--- config.mk ---
export PLATFORM = sky130hd
export DESIGN_NAME = carry_select
export DESIGN_NICKNAME = d
export VERILOG_FILES = /design/src/rtl/carry_select_rca_block.sv /design/src/rtl/carry_select.sv
export SDC_FILE = /design/constraint.sdc
export NUM_CORES = 1
export LEC_CHECK = 0
export CAP_MARGIN = 10
export CORE_AREA = 4 4 41 43
export DETAILED_ROUTE_END_ITERATION = 7
export DIE_AREA = 0 0 45 47
export PLACE_DENSITY = 0.52
export SYNTH_ARGS = -nofsm -noshare
export SYNTH_HDL_FRONTEND = slang
export SYNTH_SLANG_ARGS = --single-unit
--- constraint.sdc ---
create_clock -name clk -period 2.7 [get_ports clk]
set_clock_uncertainty 0.2 [all_clocks]
set_input_delay 0.54 -clock clk [delete_from_list [all_inputs] [get_ports clk]]
set_output_delay 0.54 -clock clk [all_outputs]
set_load 0.1 [all_outputs]
--- src/rtl/carry_select_rca_block.sv ---
// Ripple-carry building block: an N-bit chain of full adders.
// Used directly for the lowest block and twice (cin=0 / cin=1) for every higher one.
module rca_block #(
  parameter int N = 2
) (
  input  logic [N-1:0] a,
  input  logic [N-1:0] b,
  input  logic         ci,
  output logic [N-1:0] sum,
  output logic         co
);

  logic [N:0] chain_s;

  assign chain_s[0] = ci;

  for (genvar i = 0; i < N; i++) begin : g_fa
    assign sum[i]         = a[i] ^ b[i] ^ chain_s[i];
    assign chain_s[i + 1] = (a[i] & b[i]) | (chain_s[i] & (a[i] ^ b[i]));
  end

  assign co = chain_s[N];

endmodule

--- src/rtl/carry_select.sv ---
// Carry-select adder with registered outputs: {cout,s} <= x + y + carry, latency 1.
// Block 0 ripples from carry; each higher block precomputes both carry cases and muxes.
module carry_select #(
  parameter int WIDTH = 4,
  parameter int BLK   = 2
) (
  input  logic             clk,
  input  logic             rst,
  input  logic [WIDTH-1:0] x,
  input  logic [WIDTH-1:0] y,
  input  logic             carry,
  output logic [WIDTH-1:0] s,
  output logic             cout
);

  localparam int NBLK = (WIDTH + BLK - 1) / BLK;

  logic [WIDTH-1:0] sum_s;
  logic             cout_s;
  logic [WIDTH-1:0] s_r;
  logic             cout_r;

  // Carries stay in per-block scopes so the chain is not one self-referencing vector.
  for (genvar k = 0; k < NBLK; k++) begin : g_blk
    localparam int LO = k * BLK;
    localparam int NB = ((WIDTH - LO) < BLK) ? (WIDTH - LO) : BLK;

    logic [NB-1:0] bsum_s;
    logic          co_s;

    if (k == 0) begin : g_ripple
      rca_block #(.N(NB)) u_rca (
        .a   (x[LO +: NB]),
        .b   (y[LO +: NB]),
        .ci  (carry),
        .sum (bsum_s),
        .co  (co_s)
      );
    end else begin : g_select
      logic [NB-1:0] sum0_s;
      logic [NB-1:0] sum1_s;
      logic          co0_s;
      logic          co1_s;
      logic          sel_s;

      assign sel_s = g_blk[k - 1].co_s;

      rca_block #(.N(NB)) u_rca0 (
        .a   (x[LO +: NB]),
        .b   (y[LO +: NB]),
        .ci  (1'b0),
        .sum (sum0_s),
        .co  (co0_s)
      );

      rca_block #(.N(NB)) u_rca1 (
        .a   (x[LO +: NB]),
        .b   (y[LO +: NB]),
        .ci  (1'b1),
        .sum (sum1_s),
        .co  (co1_s)
      );

      assign bsum_s = sel_s ? sum1_s : sum0_s;
      assign co_s   = sel_s ? co1_s  : co0_s;
    end

    assign sum_s[LO +: NB] = bsum_s;
  end

  assign cout_s = g_blk[NBLK - 1].co_s;

  // Output register; reset overrides the incoming sum.
  always_ff @(posedge clk) begin
    if (rst) begin
      s_r    <= {WIDTH{1'b0}};
      cout_r <= 1'b0;
    end else begin
      s_r    <= sum_s;
      cout_r <= cout_s;
    end
  end

  assign s    = s_r;
  assign cout = cout_r;

endmodule

Yosys cells after proc, flatten, opt, wreduce, memory -nomap -nowiden

Cells that the tools add are included.

Multiplexer cells: 2
Bitwise logic cells: 22

Operators with widths:

| operator      | number |
|---|---|
| $and A1 B1 Y1 | 8 |
| $xor A1 B1 Y1 | 8 |
| $or A1 B1 Y1  | 5 |
| $mux W2       | 1 |
| $mux W1       | 1 |
| $not A1 Y1    | 1 |

Bits in registers: 5
Output and inout port bits: 5
Word-level logic and storage cells: 26

Longest topological paths before layout

Gate-level depths: netlist (run 1).

Word-level depth: 6
Mapped depth: 8
Mapped depth without buffers: 8

Cells and area by module

Synthesis (run 1) repeated with hierarchy kept, for this count alone.

Cells, all modules: 45
Area total of the unflattened synthesis: 371.6 um^2

Modules (own cells, without submodules):

| module       | times used | cells each | seq. area each (um^2) | area each (um^2) |
|---|---|---|---|---|
| rca_block    | 3          | 10         | 0.0                   | 70.1 |
| carry_select | 1          | 15         | 100.1                 | 161.4 |

Worst setup path after synthesis (run 1)

Ideal clock, no wire load.

Path type: input port to flip-flop
From: input y[0]
To: register s_r[3], in the netlist s[3]
Buffers on the path: 0
Required time: 2.390 ns
Stages: 8
Slack: 0.520 ns
Data arrival time: 1.870 ns
Setup time: 0.110 ns
Path through: inv_1 -> fa_1 -> inv_1 -> fa_1 -> nand2_1 -> o21ai_0 -> fa_1 -> nor2_1

Longest elaborated chain between the ends: 6

Ends and longest elaborated chain:

| what                 | RTL line                     | RTL |
|---|---|---|
| start, declared      | carry_select.sv:10           | `input logic [WIDTH-1:0] y,` |
| $xor A1 B1 Y1        | carry_select_rca_block.sv:19 | `assign chain_s[i + 1] = (a[i] & b[i]) \| (chain_s[i] & (a[i] ^ b[i]));` |
| $and A1 B1 Y1        | carry_select_rca_block.sv:19 |  |
| $or A1 B1 Y1 *       | carry_select_rca_block.sv:19 |  |
| $and A1 B1 Y1 *      | carry_select_rca_block.sv:19 |  |
| $or A1 B1 Y1 *       | carry_select_rca_block.sv:19 |  |
| $mux W2 *            | carry_select.sv:64           | `assign bsum_s = sel_s ? sum1_s : sum0_s;` |
| end signal, assigned | carry_select.sv:76           | `s_r <= {WIDTH{1'b0}};` |
| end signal, assigned | carry_select.sv:79           | `s_r <= sum_s;` |
| end, declared        | carry_select.sv:20           | `logic [WIDTH-1:0] s_r;` |

Mark *: on every way between the ends. The rest lies on a longest branch, timed or not.
A chain may end at the register's enable or synchronous reset.

Final worst setup path (run 1)

Same ends and word-level chain as after synthesis.

==> out/metrics.yaml, run 1 <==
grt:
  grt_max_degree: 6
  antenna_found_initial: 0
  grt_pass1_wl_um: 731
  grt_usage_pct: 5.32
  grt_overflow: 0
  grt_pass1_vias: 214
worst_setup_path:
  path_max_fanout: 3
  worstPathRequired_ns: 2.63
  start_kind: "input port"
  slowest_stage: "fa_1"
  cp_cell_sequence: "clkdlybuf4s50_1 > inv_1 > fa_1 > inv_1 > fa_1 > o21ai_0 > fa_1 > nor2_1"
  cp_common_cell: "fa_1"
  cpPeakStageDelay_ns: 0.49
  worstSetupPathType: "in2reg"
  cp.arrival_ns: 2.35
  startpoint: "y[0]"
  worstSetupEndpointType: "register"
synth:
  synth.most_common_cell: "inv_1"
  yosys-top-cells-count: "inv_1, dfxtp_1, nor2_1, fa_1, ha_1"
  synth_top_area_share_pct: 39.4
  synthTopCellsByArea: "dfxtp_1, fa_1, inv_1, ha_1, nor2_1"
  yosysSeqAreaShare_pct: 39.4
  netlist_area_sq_um: 254
  yosysWarnings: 0
  syn_nets: 42
  yosysTopAreaCell: "dfxtp_1"
  synthCells: 26
  ys.flop_type: "dfxtp_1"
  synth_seq_cells: 5
  async_reset_ff_share_pct: 0
  synth_edf_count: 0
  synth.distinct_cells: 9
  syn_area_per_cell_sq_um: 9.77
sta:
  clock.fmax_mhz: 412
  rsz0062_at_grt: "no"
  hold_violations: 0
  final_max_slew_viol_count: 0
  fin_crit_ns: 2.43
  max_slew_margin_pct: 81.5
  fin_crit_sh_pct: 89.9
  setup_viol: 0
  fin_ws_ns: 0.272
  final.setup.tns_ns: 0
  worst_slew_pin_slew_ns: 0.280
final_layout:
  multiInputGateArea_sq_um: 124
  register_area_sq_um: 100
  n_antenna_cell: 0
  fill_cells: 154
  fin_nets: 63
  area_delta_synth_final_pct: 74.9
  drive_gt1_share_pct: 19.6
clock_network:
  cts_resized: 0
  cts_setup_buffers: 0
  cts.clk_slew.worst_paths_ns: 0.04
  cts_tree: "yes"
  cts_made_buffers: 3
  ctsHoldBuffers: 0
  cts_buffer_depth: 2
  htreeDepth: 1
  cts_root_buf: "clkbuf_4"
  cts_sinks: 5
power:
  swShare_pct: 38.6
  pwr-share-comb_pct: 40.5
  p_int_uw: 174
  irDropWorstVdd_uv: 156
  clock_power_share_pct: 29.6
  switchingPower_uw: 109
  powerDensity_nw_per_um2: 637
  p_seq_share_pct: 30.0
  leakage_uw: 0.000221
detailed_routing:
  num_vias: 211
  drt_wl_total_um: 411
  wl_per_cell_um: 6.74
  dr.first_iter.drc_count: 0
  remaining_drc_errors: 0
  final_antenna_net_count: 0
  drt_pass1_iterations: 1
  vias_per_cell: 3.46
worst_hold_path:
  hold_path.class: "in2reg"
  hold_start: "rst"
  hold_path_end: "s[0]"
  holdPathStages: 2
die:
  die_w_um: 45
  ios: 16
  die-area_sq_um: 2120
  start_util_pct: 19.5
  die-height_um: 47
  core_area_sq_um: 1300
  rows: 13
placed_design:
  place_ws_ns: 0.0256
  routabilityCongestion: 0.633
  port_buffers: 15
job:
  cap_violations: 0
outcome:
  status: "completed"
[layer usage]
metal / global-route usage (%) / wire length (um)
met1: 4.15 / 144
met2: 8.47 / 191
met3: 0.383 / 60
met4: 10.5 / 14
met5: 0 / 0
[critical path: cells and delay by family]
family | cells | cell delay [ns]
and+or+nand+nor | 1 | 0.04
adders and majority gates | 3 | 1.09
AOI/OAI and AO/OA | 1 | 0.11
buffers and inverters | 3 | 0.58
[kinds of logic (layout without fill, tap and decap cells)]
group / after synthesis / count (layout) / synth area share [%]
compound gates: 1 / 1 / 1.97
xor+xnor: 1 / 1 / 3.45
fa+ha+maj: 5 / 5 / 33.5
buf+inv: 8 / 28 / 11.8
flops: 5 / 5 / 39.4
simple gates: 6 / 6 / 9.85
[flip-flops by register name, indices dropped and copies added (netlist names)]
signal / count
s: 4
cout: 1
[cells in the final DEF, fill, tap and decap left out]
| cell type | n |
|---|---|
| xnor2_1 | 1 |
| clkbuf_4 | 3 |
| nand2_1 | 1 |
| o21ai_0 | 1 |
| clkbuf_1 | 1 |
| fa_1 | 3 |
| inv_1 | 8 |
| nor2_1 | 4 |
| ha_1 | 2 |
| nor2b_1 | 1 |
| buf_4 | 6 |
| clkdlybuf4s50_1 | 10 |
| dfxtp_1 | 5 |
[power groups by stage]
stage	clock network, uW	logic [uW]	registers [uW]
4_1_cts	89.0	116	84.9
3_5_place_dp	0	116	86.2
3_3_place_gp	0	116	86.0
5_1_grt	93.5	122	85.7
2_1_floorplan	0	18.6	149
6_report	83.7	115	84.8
[final cells by class]
class / instances / share of cell area, %
Timing Repair Buffer: 16 / 32.7
Clock buffer: 4 / 5.92
Multi-Input combinational cell: 13 / 27.9
Inverter: 8 / 6.76
Sequential cell: 5 / 22.5
Tap cell: 15 / 4.23
[worst max path at each step]
stage / depth (start not counted) / to / slack, ns
3_5_place_dp: 8 / s[3] / 0.03
4_1_cts: 8 / s[3] / 0.27
3_3_place_gp: 8 / s[3] / 0.01
5_1_grt: 9 / s[3] / 0.14
6_report: 8 / s[3] / 0.27
2_1_floorplan: 8 / s[3] / 0.52
[per-stage QoR]
| stage | hold slack (ns) | area (sq um) | util, % | total power (uW) | std cells |
|---|---|---|---|---|---|
| after floorplan | 0.407 | 254 | - | 167 | 26 |
| after global placement | 0.838 | 418 | 32.1 | 202 | 57 |
| after detailed placement | 0.838 | 418 | 32.1 | 202 | 57 |
| after CTS | 0.720 | 444 | 34.1 | 290 | 61 |
| after global routing | 0.740 | 444 | 34.1 | 301 | 61 |
| final | 0.717 | 444 | 34.1 | 283 | 61 |
(Power assumes the default switching activity.)
==> run 2, diff against run 1 <==
GPL_ROUTABILITY_DRIVEN = 0   (was default)
==> results of run 2 <==
Final layout, timing and power as in run 1 (identical DEF).
